**src/rtl/cordic_sincos_iter.sv**
```systemverilog
// Iterative rotation-mode CORDIC producing cos/sin of a Q3 angle, one micro-rotation per clock.
// Full-circle input via wrap + half-plane fold; gain pre-compensated by starting x at K.
module cordic_sincos_iter #(
    parameter int WIDTH = 16,
    parameter int ITERS = 12
) (
    input  logic                    clk,
    input  logic                    rst,
    input  logic                    in_valid,
    output logic                    in_ready,
    input  logic signed [WIDTH-1:0] theta,
    output logic                    out_valid,
    input  logic                    out_ready,
    output logic signed [WIDTH-1:0] cos_out,
    output logic signed [WIDTH-1:0] sin_out
);
    localparam int XW = WIDTH + 2;
    localparam int ZW = WIDTH + 1;
    localparam int TW = WIDTH + 2;
    localparam int SH = 32 - WIDTH;

    // Q3.29 / Q2.30 master constants are rounded down to the working precision here.
    function automatic longint rnd_q(input longint v);
        return (v + (longint'(1) <<< (SH - 1))) >>> SH;
    endfunction

    function automatic longint atan_q29(input int i);
        case (i)
            0:       return 64'sd421657428;
            1:       return 64'sd248918915;
            2:       return 64'sd131521918;
            3:       return 64'sd66762580;
            4:       return 64'sd33510843;
            5:       return 64'sd16771757;
            6:       return 64'sd8387926;
            7:       return 64'sd4194218;
            8:       return 64'sd2097141;
            9:       return 64'sd1048575;
            10:      return 64'sd524288;
            11:      return 64'sd262144;
            12:      return 64'sd131072;
            13:      return 64'sd65536;
            14:      return 64'sd32768;
            15:      return 64'sd16384;
            default: return 64'sd0;
        endcase
    endfunction

    function automatic logic signed [WIDTH-1:0] to_out(input logic signed [XW-1:0] v,
                                                       input logic neg);
        return WIDTH'(neg ? -v : v);
    endfunction

    localparam logic signed [TW-1:0] PI_C      = TW'(rnd_q(64'sd1686629713));
    localparam logic signed [TW-1:0] HALF_PI_C = TW'(rnd_q(64'sd843314857));
    localparam logic signed [TW-1:0] TWO_PI_C  = TW'(rnd_q(64'sd3373259426));
    localparam logic signed [XW-1:0] K_C       = XW'(rnd_q(64'sd652032874));

    typedef enum logic [1:0] {S_IDLE, S_PRE, S_ITER, S_DONE} state_t;

    state_t                  r_state, w_state_nxt;
    logic [3:0]              r_cnt;
    logic signed [WIDTH-1:0] r_theta;
    logic signed [XW-1:0]    r_x, r_y;
    logic signed [ZW-1:0]    r_z;
    logic                    r_neg;
    logic signed [WIDTH-1:0] r_cos, r_sin;

    logic signed [ZW-1:0]    w_atan [16];
    logic signed [TW-1:0]    w_ext, w_wrap, w_fold;
    logic                    w_fold_neg;
    logic                    w_dpos, w_last;
    logic signed [XW-1:0]    w_xs, w_ys, w_x_nxt, w_y_nxt;
    logic signed [ZW-1:0]    w_z_nxt;

    for (genvar g = 0; g < 16; g++) begin : g_atan
        assign w_atan[g] = ZW'(rnd_q(atan_q29(g)));
    end

    // PRE: single wrap into [-pi,pi), then fold into [-pi/2,pi/2] with a sign flag
    always_comb begin
        w_ext  = TW'(r_theta);
        w_wrap = w_ext;
        if (w_ext >= PI_C)
            w_wrap = w_ext - TWO_PI_C;
        else if (w_ext < -PI_C)
            w_wrap = w_ext + TWO_PI_C;
        w_fold     = w_wrap;
        w_fold_neg = 1'b0;
        if (w_wrap > HALF_PI_C) begin
            w_fold     = w_wrap - PI_C;
            w_fold_neg = 1'b1;
        end else if (w_wrap < -HALF_PI_C) begin
            w_fold     = w_wrap + PI_C;
            w_fold_neg = 1'b1;
        end
    end

    // ITER: one micro-rotation toward z = 0
    always_comb begin
        w_dpos  = ~r_z[ZW-1];
        w_xs    = r_x >>> r_cnt;
        w_ys    = r_y >>> r_cnt;
        w_x_nxt = w_dpos ? r_x - w_ys : r_x + w_ys;
        w_y_nxt = w_dpos ? r_y + w_xs : r_y - w_xs;
        w_z_nxt = w_dpos ? r_z - w_atan[r_cnt] : r_z + w_atan[r_cnt];
        w_last  = (r_cnt == 4'(ITERS - 1));
    end

    always_ff @(posedge clk or posedge rst) begin
        if (rst)
            r_state <= S_IDLE;
        else
            r_state <= w_state_nxt;
    end

    always_comb begin
        w_state_nxt = r_state;
        in_ready    = 1'b0;
        out_valid   = 1'b0;
        case (r_state)
            S_IDLE: begin
                in_ready = 1'b1;
                if (in_valid)
                    w_state_nxt = S_PRE;
            end
            S_PRE:  w_state_nxt = S_ITER;
            S_ITER: if (w_last) w_state_nxt = S_DONE;
            S_DONE: begin
                out_valid = 1'b1;
                if (out_ready)
                    w_state_nxt = S_IDLE;
            end
            default: w_state_nxt = S_IDLE;
        endcase
    end

    always_ff @(posedge clk or posedge rst) begin
        if (rst) begin
            r_cnt <= '0;
            r_cos <= '0;
            r_sin <= '0;
        end else begin
            case (r_state)
                S_PRE:  r_cnt <= '0;
                S_ITER: begin
                    r_cnt <= r_cnt + 4'd1;
                    if (w_last) begin
                        r_cos <= to_out(w_x_nxt, r_neg);
                        r_sin <= to_out(w_y_nxt, r_neg);
                    end
                end
                default: ;
            endcase
        end
    end

    // Datapath registers carry no reset; PRE fully reinitialises them for every angle.
    always_ff @(posedge clk) begin
        if (r_state == S_IDLE && in_valid)
            r_theta <= theta;
        if (r_state == S_PRE) begin
            r_x   <= K_C;
            r_y   <= '0;
            r_z   <= ZW'(w_fold);
            r_neg <= w_fold_neg;
        end else if (r_state == S_ITER) begin
            r_x <= w_x_nxt;
            r_y <= w_y_nxt;
            r_z <= w_z_nxt;
        end
    end

    assign cos_out = r_cos;
    assign sin_out = r_sin;

endmodule

```
**config.mk**
```make
export PLATFORM = sky130hd
export DESIGN_NAME = cordic_sincos_iter
export DESIGN_NICKNAME = d
export VERILOG_FILES = /design/src/rtl/cordic_sincos_iter.sv
export SDC_FILE = /design/constraint.sdc
export NUM_CORES = 1
export LEC_CHECK = 0
export BUFFER_PORTS_ARGS = -buffer_cell sky130_fd_sc_hd__buf_2
export CAP_MARGIN = 20
export CORE_ASPECT_RATIO = 1.4
export CORE_MARGIN = 5
export CORE_UTILIZATION = 52
export CTS_CLUSTER_DIAMETER = 40
export CTS_CLUSTER_SIZE = 24
export DETAILED_ROUTE_END_ITERATION = 8
export PLACE_DENSITY = 0.66
export SLEW_MARGIN = 20
export SYNTH_ARGS = -nofsm -noshare
export SYNTH_HDL_FRONTEND = slang
export SYNTH_SLANG_ARGS = --single-unit
```
**constraint.sdc**
```tcl
create_clock -name clk -period 7.5 [get_ports clk]
set_clock_uncertainty 0.1 [all_clocks]
set_input_delay 1.125 -clock clk [delete_from_list [all_inputs] [get_ports clk]]
set_output_delay 1.125 -clock clk [all_outputs]
set_load 0.01 [all_outputs]
```
==> impl_metrics.tcl, run 1 <==
set metrics [dict create \
    postCtsSetupRepairBufs 0 \
    netlist_area_mm2 0.0113 \
    async_flop_share_pct 35.2 \
    yosysTopAreaCellShare_pct 9.04 \
    synth_ff_type "dfrtp_1" \
    postCtsHoldBufs 0 \
    pre_cts_slack_ns 1.48 \
    path_max_fanout 19 \
    wl_um 29500 \
    timing.final.crit_share_pct 81.0 \
    via_per_inst 6.23 \
    final_net_count 1414 \
    globalRouteOverflowTotal 0 \
    antenna_cells 0 \
    synth.net_count 1415 \
    clkTransAtPathRegs_ns 0.08 \
    wl_per_cell_um 18.7 \
    fp.dieH_um 184 \
    hold_viol 0 \
    ios 54 \
    finalSetupViolations 0 \
    maxSlewHeadroom_pct 26.7 \
    yosys.area.top_type "edfxtp_1" \
    core_mm2 0.0213 \
    setup_slack_ns 1.43 \
    min_path_type "reg2reg" \
    drtPass1Iterations 5 \
    grt_busiest_layer "met2" \
    dp_hpwl_um 22700 \
    yosys.cell_count.top_type "nor2_1" \
    rsz0062_at_grt "false" \
    crit_buf_inv 1 \
    multi_input_area_mm2 0.00792 \
    grtUsageMet2_pct 44.7 \
    cts_buffer_depth 2 \
    synth_seq_area_share_pct 23.8 \
    critPathLaunchType "flip-flop" \
    arrival_ns 6.21 \
    cts-buffers-inserted 9 \
    die_w_um 135 \
    ys_ff_latch 108 \
    crit_chain "buf_4 > mux4_1 > a222oi_1 > and2b_1 > and4_1 > a21oi_1 > xnor2_1 > ha_1 > or3_1 > a21o_1 > a31oi_1 > o21ba_2 > o21ai_0 > xor2_1 > or2_2 > o41ai_1 > xor2_1 > o21ai_1" \
    ant_nets 0 \
    seq_area_mm2 0.00269 \
    drtIter0Drc 578 \
    start_util_pct 53.1 \
    fin_crit_ns 6.07 \
    cts.sink_count 108 \
    area_growth_pct 4.45 \
    tns_ns 0 \
    path_class "reg2reg" \
    synth_edf_count 34 \
    grtUsageTotal_pct 23.9 \
    slew_violations 0 \
    insertion_delay_ns 0.37 \
    grt_use_met3_pct 2.62 \
    cp.required_ns 7.64 \
    maxCapViolCount 0 \
    drc 0 \
    synth_warnings 0 \
    cts_tree "built" \
    slowest_stage "dfrtp_1" \
    cts-resized-gates 0 \
    via_count 9851 \
    htree_num_levels 3 \
    gp_congestion 0.958 \
    die-area_mm2 0.0248 \
    drive_gt1_share_pct 11.0 \
    synth_cell_types 98 \
    grt_max_degree 68 \
    antenna_found_initial 0 \
    max_freq_mhz 165 \
    cpMostUsedCell "xor2_1" \
    row_count 63 \
    status "finished clean" \
    worst-slew-pin-transition_ns 1.09 \
    crit_path_end_kind "flip-flop" \
    grt_pass1_wl_um 48200 \
    root_buffer "clkbuf_16" \
    fill_cells 1955 \
    synthCells 1317 \
    portBuffers 53 \
    cp_top_family "compound AO/OA/AOI/OAI gates" \
    grt_use_met1_pct 26.8 \
    first_global_vias 9510 \
    synth_common_cells "nor2_1, nand2_1, o21ai_0" \
    slowest_delay_ns 0.86 \
    synth_area_leaders "edfxtp_1, dfrtp_1, ha_1" \
    avgSynthCellArea_um2 8.58 \
]
==> state kept, by name (all words and copies together) (netlist names) <==
| signal | count |
|---|---|
| r_neg | 1 |
| r_theta | 16 |
| cos_out | 16 |
| r_cnt | 4 |
| r_z | 17 |
| r_y | 18 |
| r_x | 18 |
| r_state | 2 |
| sin_out | 16 |
==> placed cells by master (no fill, tap or decap), types with 17 or more instances in the layout <==
cell type	count
mux2i_1	50
nor3_1	22
xnor2_1	61
a31oi_1	19
buf_2	53
o21ai_0	98
dfrtp_1	38
dfxtp_1	36
nor2b_1	17
ha_1	73
nand2_1	116
mux4_1	19
edfxtp_1	34
a211oi_1	17
xor2_1	59
inv_1	51
o211ai_1	18
a21oi_1	82
nand3_1	31
nor2_1	125
==> worst paths after layout <==
check	startpoint	depth (start not counted)	slack, ns	to
min in group asynchronous	rst	3	0.77	cos_out[9]
max in group asynchronous	rst	3	6.15	sin_out[6]
worst max-delay path	r_cnt[0]	18	1.43	cos_out[15]
worst min-delay path	sin_out[6]	2	0.37	sin_out[6]
worst max register to register	r_cnt[0]	18	1.43	cos_out[15]
worst min register to register	sin_out[6]	2	0.37	sin_out[6]
==> worst min-delay path: cells and delay by family (launching register included) <==
| family | cells | cell delay (ns) |
|---|---|---|
| AND/OR/NAND/NOR | 1 | 0.05 |
| AO/OA/AOI/OAI | 1 | 0.06 |
| flip-flops | 1 | 0.34 |
==> layout make-up <==
type,instances,area share (%)
sequential,108,22.8
clock inverter,6,0.456
multi-input combinational,1076,67.1
tap,260,2.76
inverter,55,1.75
timing repair buffer,66,3.08
clock buffer,10,2.03
==> cell families (layout without fill, tap and decap cells) <==
kind of cell    Yosys count  count (layout)  share of synthesized area, %
flops                   108             108                          23.8
xor+xnor                120             120                          9.30
buf+inv                 133             137                          6.15
compound gates          370             370                          21.3
mux                      98              98                          13.2
simple gates            410             410                          17.3
fa+ha+maj                78              78                          8.84
==> through the flow <==
stage,cell area (um2),hold WS (ns),std cells,util [%]
finish,11800,0.372,1581,55.4
global route,11800,0.395,1581,55.4
CTS,11800,0.380,1581,55.4
detailed placement,11500,0.364,1565,54.1
global placement,11500,0.355,1565,54.1
floorplan,11300,0.364,1317,-
==> layer usage <==
layer	up-vias	part of all wire [%]
li1	4842	-
met1	4672	40
met2	263	52
met3	74	3.5
met4	0	4.5
met5	-	0
Power of run 1 is not shown: default switching activity piles up to over one toggle a cycle in this logic, so the estimate is an artifact.
==> run 2: changes to the inputs <==
--- a/config.mk
+++ b/config.mk
@@ -13,7 +13,7 @@
 export CTS_CLUSTER_DIAMETER = 40
 export CTS_CLUSTER_SIZE = 24
 export DETAILED_ROUTE_END_ITERATION = 8
-export PLACE_DENSITY = 0.66
+export PLACE_DENSITY = 0.69
 export SLEW_MARGIN = 20
 export SYNTH_ARGS = -nofsm -noshare
 export SYNTH_HDL_FRONTEND = slang
==> constraint.sdc (replaced) <==
create_clock -name clk -period 5.5 [get_ports clk]
set_clock_uncertainty 0.1 [all_clocks]
set_input_delay 0.825 -clock clk [delete_from_list [all_inputs] [get_ports clk]]
set_output_delay 0.825 -clock clk [all_outputs]
set_load 0.01 [all_outputs]
==> impl_metrics.tcl, run 2 (same netlist as run 1, synthesis figures left out) <==
set metrics [dict create \
    status "finished clean" \
    fp.dieH_um 184 \
    grt_max_degree 54 \
    row_count 63 \
    min_path_type "reg2reg" \
    hp-start "cos_out[3]" \
    ios 54 \
    hold_path_end "cos_out[3]" \
    antenna_cells 0 \
    largestRegisters "r_x: 18 flops, r_y: 18 flops, r_z: 17 flops" \
    insertion_delay_ns 0.37 \
    critPathLaunchType "flip-flop" \
    whs_path_depth 2 \
    grtUsageTotal_pct 25.2 \
    max_freq_mhz 190 \
    timing.final.crit_share_pct 95.9 \
    slowest_stage "or4b_2" \
    grt_pass1_wl_um 50500 \
    cp.required_ns 5.66 \
    crit_start "r_cnt[0]" \
    cts_tree "built" \
    dp_hpwl_um 24200 \
    core_mm2 0.0213 \
    root_buffer "clkbuf_16" \
    hold_viol 0 \
    r2r-start "r_cnt[0]" \
    start_util_pct 53.1 \
    postLayoutCellArea_mm2 0.0124 \
    dpl_cell_area_mm2 0.0120 \
    drtPass1Iterations 6 \
    slowest_delay_ns 0.70 \
    wl_per_cell_um 19.0 \
    final_cell_mix "nor2_1, nand2_1, o21ai_0" \
    die_w_um 135 \
    fin_crit_ns 5.27 \
    path_class "reg2reg" \
    wl_um 31500 \
    clkTransAtPathRegs_ns 0.08 \
    cts.sink_count 108 \
    drc 0 \
    crit_path_end_kind "flip-flop" \
    worst-slew-pin-transition_ns 1.02 \
    slew_violations 0 \
    fin_util_pct 58.3 \
    globalRouteOverflowTotal 0 \
    die-area_mm2 0.0248 \
    area_growth_pct 9.85 \
    final_net_count 1486 \
    antenna_found_initial 0 \
    gp_congestion 0.957 \
    htree_num_levels 3 \
    r2r_slack_ns 0.23 \
    via_count 10200 \
    postCtsHoldBufs 0 \
    portBuffers 53 \
    cp_top_family "simple AND/OR/NAND/NOR gates" \
    ant_nets 0 \
    maxSlewHeadroom_pct 32.0 \
    r2r-end "sin_out[15]" \
    ff2ff_path_depth 19 \
    cts-buffers-inserted 9 \
    drive_gt1_share_pct 16.3 \
    maxCapViolCount 0 \
    layout_commonest_cell "nor2_1" \
    crit_chain "buf_12 > buf_4 > mux4_1 > mux2i_1 > mux2_2 > ha_1 > and3_1 > a21oi_1 > xor2_1 > ha_1 > or2_2 > or3_1 > o22ai_1 > o21bai_1 > xor2_1 > or4b_2 > nor4_2 > mux2i_1 > nand2_1" \
    arrival_ns 5.43 \
    first_global_vias 9859 \
    crit_buf_inv 2 \
    via_per_inst 6.19 \
    finalSetupViolations 0 \
    path_max_fanout 13 \
    drtIter0Drc 649 \
    cts_buffer_depth 2 \
    hold_ws_ns 0.372 \
]
-- run 2: worst max-delay path by stage --
stage          depth (start not counted)          end
3_5_place_dp                          17  sin_out[15]
3_3_place_gp                          16  cos_out[15]
2_1_floorplan                         22  cos_out[15]
6_report                              19  sin_out[15]
5_1_grt                               18  sin_out[15]
4_1_cts                               17  sin_out[15]
-- run 2: worst min-delay path, cell delays in order (launching register included) --
cell and delay, ns:
dfrtp_1 0.34, nand2_1 0.04, o21ai_0 0.06
-- run 2: metrics by stage --
step	TNS, ns	cells	worst slack (ns)
6_report	0	1653	0.226
5_1_grt	-0.00981	1653	-0.00981
4_1_cts	0	1651	0.0678
3_5_place_dp	0	1635	0.0801
3_3_place_gp	0	1635	0.153
2_1_floorplan	0	1317	0.297
-- run 2: area by class of cell --
| class | count | area, um2 |
|---|---|---|
| timing repair buffer | 138 | 941 |
| clock buffer | 9 | 225 |
| fill | 1933 | 8870 |
| inverter | 55 | 210 |
| tap | 260 | 325 |
| clock inverter | 7 | 56.3 |
| sequential | 108 | 2700 |
| multi-input combinational | 1076 | 7960 |
-- run 2: repair_timing --
action,CTS,global route
setup buffers,0,1
gates resized for setup,0,14
endpoints found under the setup margin,0,10
-- run 2: metal layers --
metal / wire length [um] / global-route usage, % / up-vias
li1: - / - / 4992
met1: 12500 / 28.6 / 4864
met2: 16400 / 47.1 / 293
met3: 1190 / 2.57 / 83
met4: 1440 / 11.9 / 0
met5: 0 / 0 / -
Power of run 2 is left out for the same reason.
==> run 3: changes to the inputs <==
--- a/config.mk
+++ b/config.mk
@@ -5,6 +5,7 @@
 export SDC_FILE = /design/constraint.sdc
 export NUM_CORES = 1
 export LEC_CHECK = 0
+export ABC_AREA = 1
 export BUFFER_PORTS_ARGS = -buffer_cell sky130_fd_sc_hd__buf_2
 export CAP_MARGIN = 20
 export CORE_ASPECT_RATIO = 1.4
==> impl_metrics.tcl, run 3 <==
set metrics [dict create \
    status "finished clean" \
    wl_um 38500 \
    worst-slew-pin-transition_ns 0.882 \
    r2r-end "sin_out[12]" \
    largestRegisters "r_x: 18 flops, r_y: 18 flops, r_z: 17 flops" \
    yosys.area.top_type "nand2_1" \
    netlist_area_mm2 0.0120 \
    ys_ff_latch 108 \
    clkTransAtPathRegs_ns 0.08 \
    root_buffer "clkbuf_16" \
    cts-buffers-inserted 9 \
    layout_commonest_cell "nand2_1" \
    synth.net_count 2067 \
    max_freq_mhz 202 \
    path_class "reg2reg" \
    avgSynthCellArea_um2 6.11 \
    final_net_count 2093 \
    r2r-start "r_cnt[2]" \
    synth_warnings 0 \
    globalRouteOverflowTotal 0 \
    ios 54 \
    slew_violations 0 \
    area_growth_pct 7.02 \
    drtPass1Iterations 5 \
    postLayoutCellArea_mm2 0.0129 \
    maxSlewHeadroom_pct 40.5 \
    first_global_vias 12600 \
    yosysTopAreaCellShare_pct 21.3 \
    core_mm2 0.0230 \
    grt_max_degree 53 \
    synth_area_leaders "nand2_1, nand3_1, edfxtp_1" \
    via_per_inst 5.56 \
    tns_ns 0 \
    postCtsSetupRepairBufs 0 \
    arrival_ns 5.12 \
    hold_path_end "sin_out[14]" \
    row_count 66 \
    htree_num_levels 3 \
    cp.required_ns 5.67 \
    finalSetupViolations 0 \
    fin_crit_ns 4.95 \
    critPathLaunchType "flip-flop" \
    portBuffers 53 \
    antenna_found_initial 0 \
    synth_common_cells "nand2_1, nand3_1, inv_1" \
    cts_buffer_depth 2 \
    dpl_cell_area_mm2 0.0126 \
    synth_edf_count 34 \
    final_cell_mix "nand2_1, nand3_1, inv_1" \
    synth_ff_type "dfrtp_1" \
    hp-start "sin_out[14]" \
    wl_per_cell_um 16.7 \
    async_flop_share_pct 35.2 \
    antenna_cells 0 \
    r2r_slack_ns 0.55 \
    gp_congestion 1.07 \
    synth_seq_area_share_pct 22.4 \
    whs_path_depth 2 \
    via_count 12800 \
    start_util_pct 52.2 \
    crit_path_end_kind "flip-flop" \
    die-area_mm2 0.0263 \
    ant_nets 0 \
    rsz0062_at_grt "false" \
    ff2ff_path_depth 23 \
    min_path_type "reg2reg" \
    cts.sink_count 108 \
    synthCells 1969 \
    die_w_um 139 \
    hold_viol 0 \
    synth_cell_types 53 \
    cts_tree "built" \
    maxCapViolCount 0 \
    fp.dieH_um 190 \
    drc 0 \
    path_max_fanout 16 \
    yosys.cell_count.top_type "nand2_1" \
    timing.final.crit_share_pct 90.0 \
    drtIter0Drc 790 \
    grtUsageTotal_pct 28.8 \
    insertion_delay_ns 0.37 \
    grt_pass1_wl_um 61500 \
    dp_hpwl_um 30000 \
    drive_gt1_share_pct 8.15 \
]
run 3: what timing repair did:
item	4_1_cts	5_1_grt
gates resized for setup	0	4
hold buffers	0	0
endpoints found under the setup margin	0	11
endpoints found under the hold margin	0	0
run 3: layout make-up:
class                   count  area [um2]
multi-input cells        1592        8280
well taps                 306         383
clock buffers               9         225
clock inverters             7        68.8
flip-flops and latches    108        2690
inverters                 204         766
repair buffers             80         468
fillers                  2384       10200
run 3: cells by family after synthesis:
logic type	after synthesis	share of synthesized area (%)
compound gates	260	12.2
xor+xnor	93	6.77
fa+ha+maj	78	8.30
buf+inv	269	9.03
flops	108	22.4
simple gates	1161	41.3
run 3: stage by stage:
step           cells  util (%)  hold slack [ns]  setup WS, ns
2_1_floorplan   1969         -            0.375          1.43
3_3_place_gp    2290      54.6            0.359         0.229
3_5_place_dp    2290      54.6            0.365         0.302
4_1_cts         2306      55.8            0.387         0.302
5_1_grt         2306      55.9            0.415        0.0425
6_report        2306      55.9            0.381         0.551
run 3: worst max path at each step:
| stage | from | end | depth (start not counted) |
|---|---|---|---|
| floorplan | r_cnt[0] | r_z[13] | 23 |
| global placement | r_cnt[2] | sin_out[10] | 21 |
| detailed placement | r_cnt[2] | sin_out[10] | 21 |
| CTS | r_cnt[2] | sin_out[10] | 21 |
| global route | r_cnt[1] | cos_out[12] | 26 |
| finish | r_cnt[2] | sin_out[12] | 23 |
run 3: routing by layer:
layer / part of all wire, % / GRT usage (%)
met1: 37 / 29.6
met2: 51 / 54.3
met4: 7.7 / 20.4
met3: 3.9 / 2.74
met5: 0 / 0
run 3: worst max-delay path: stages (launching register included):
cell and delay, ns:
dfrtp_2 0.53, nor2_4 0.32, inv_1 0.22, nor2_1 0.24
nand2_1 0.11, nand3_1 0.13, a21oi_1 0.08, ha_1 0.22
and2_1 0.17, a21oi_1 0.15, xor2_1 0.20, ha_1 0.30
a21oi_1 0.23, a21boi_1 0.37, xor2_1 0.45, inv_1 0.08
nor2_1 0.21, nand3_1 0.16, nor2_1 0.17, nand4_1 0.10
nand2_1 0.09, a21oi_1 0.06, o21ai_0 0.09, nand2_1 0.06
Power of run 3 is left out for the same reason.
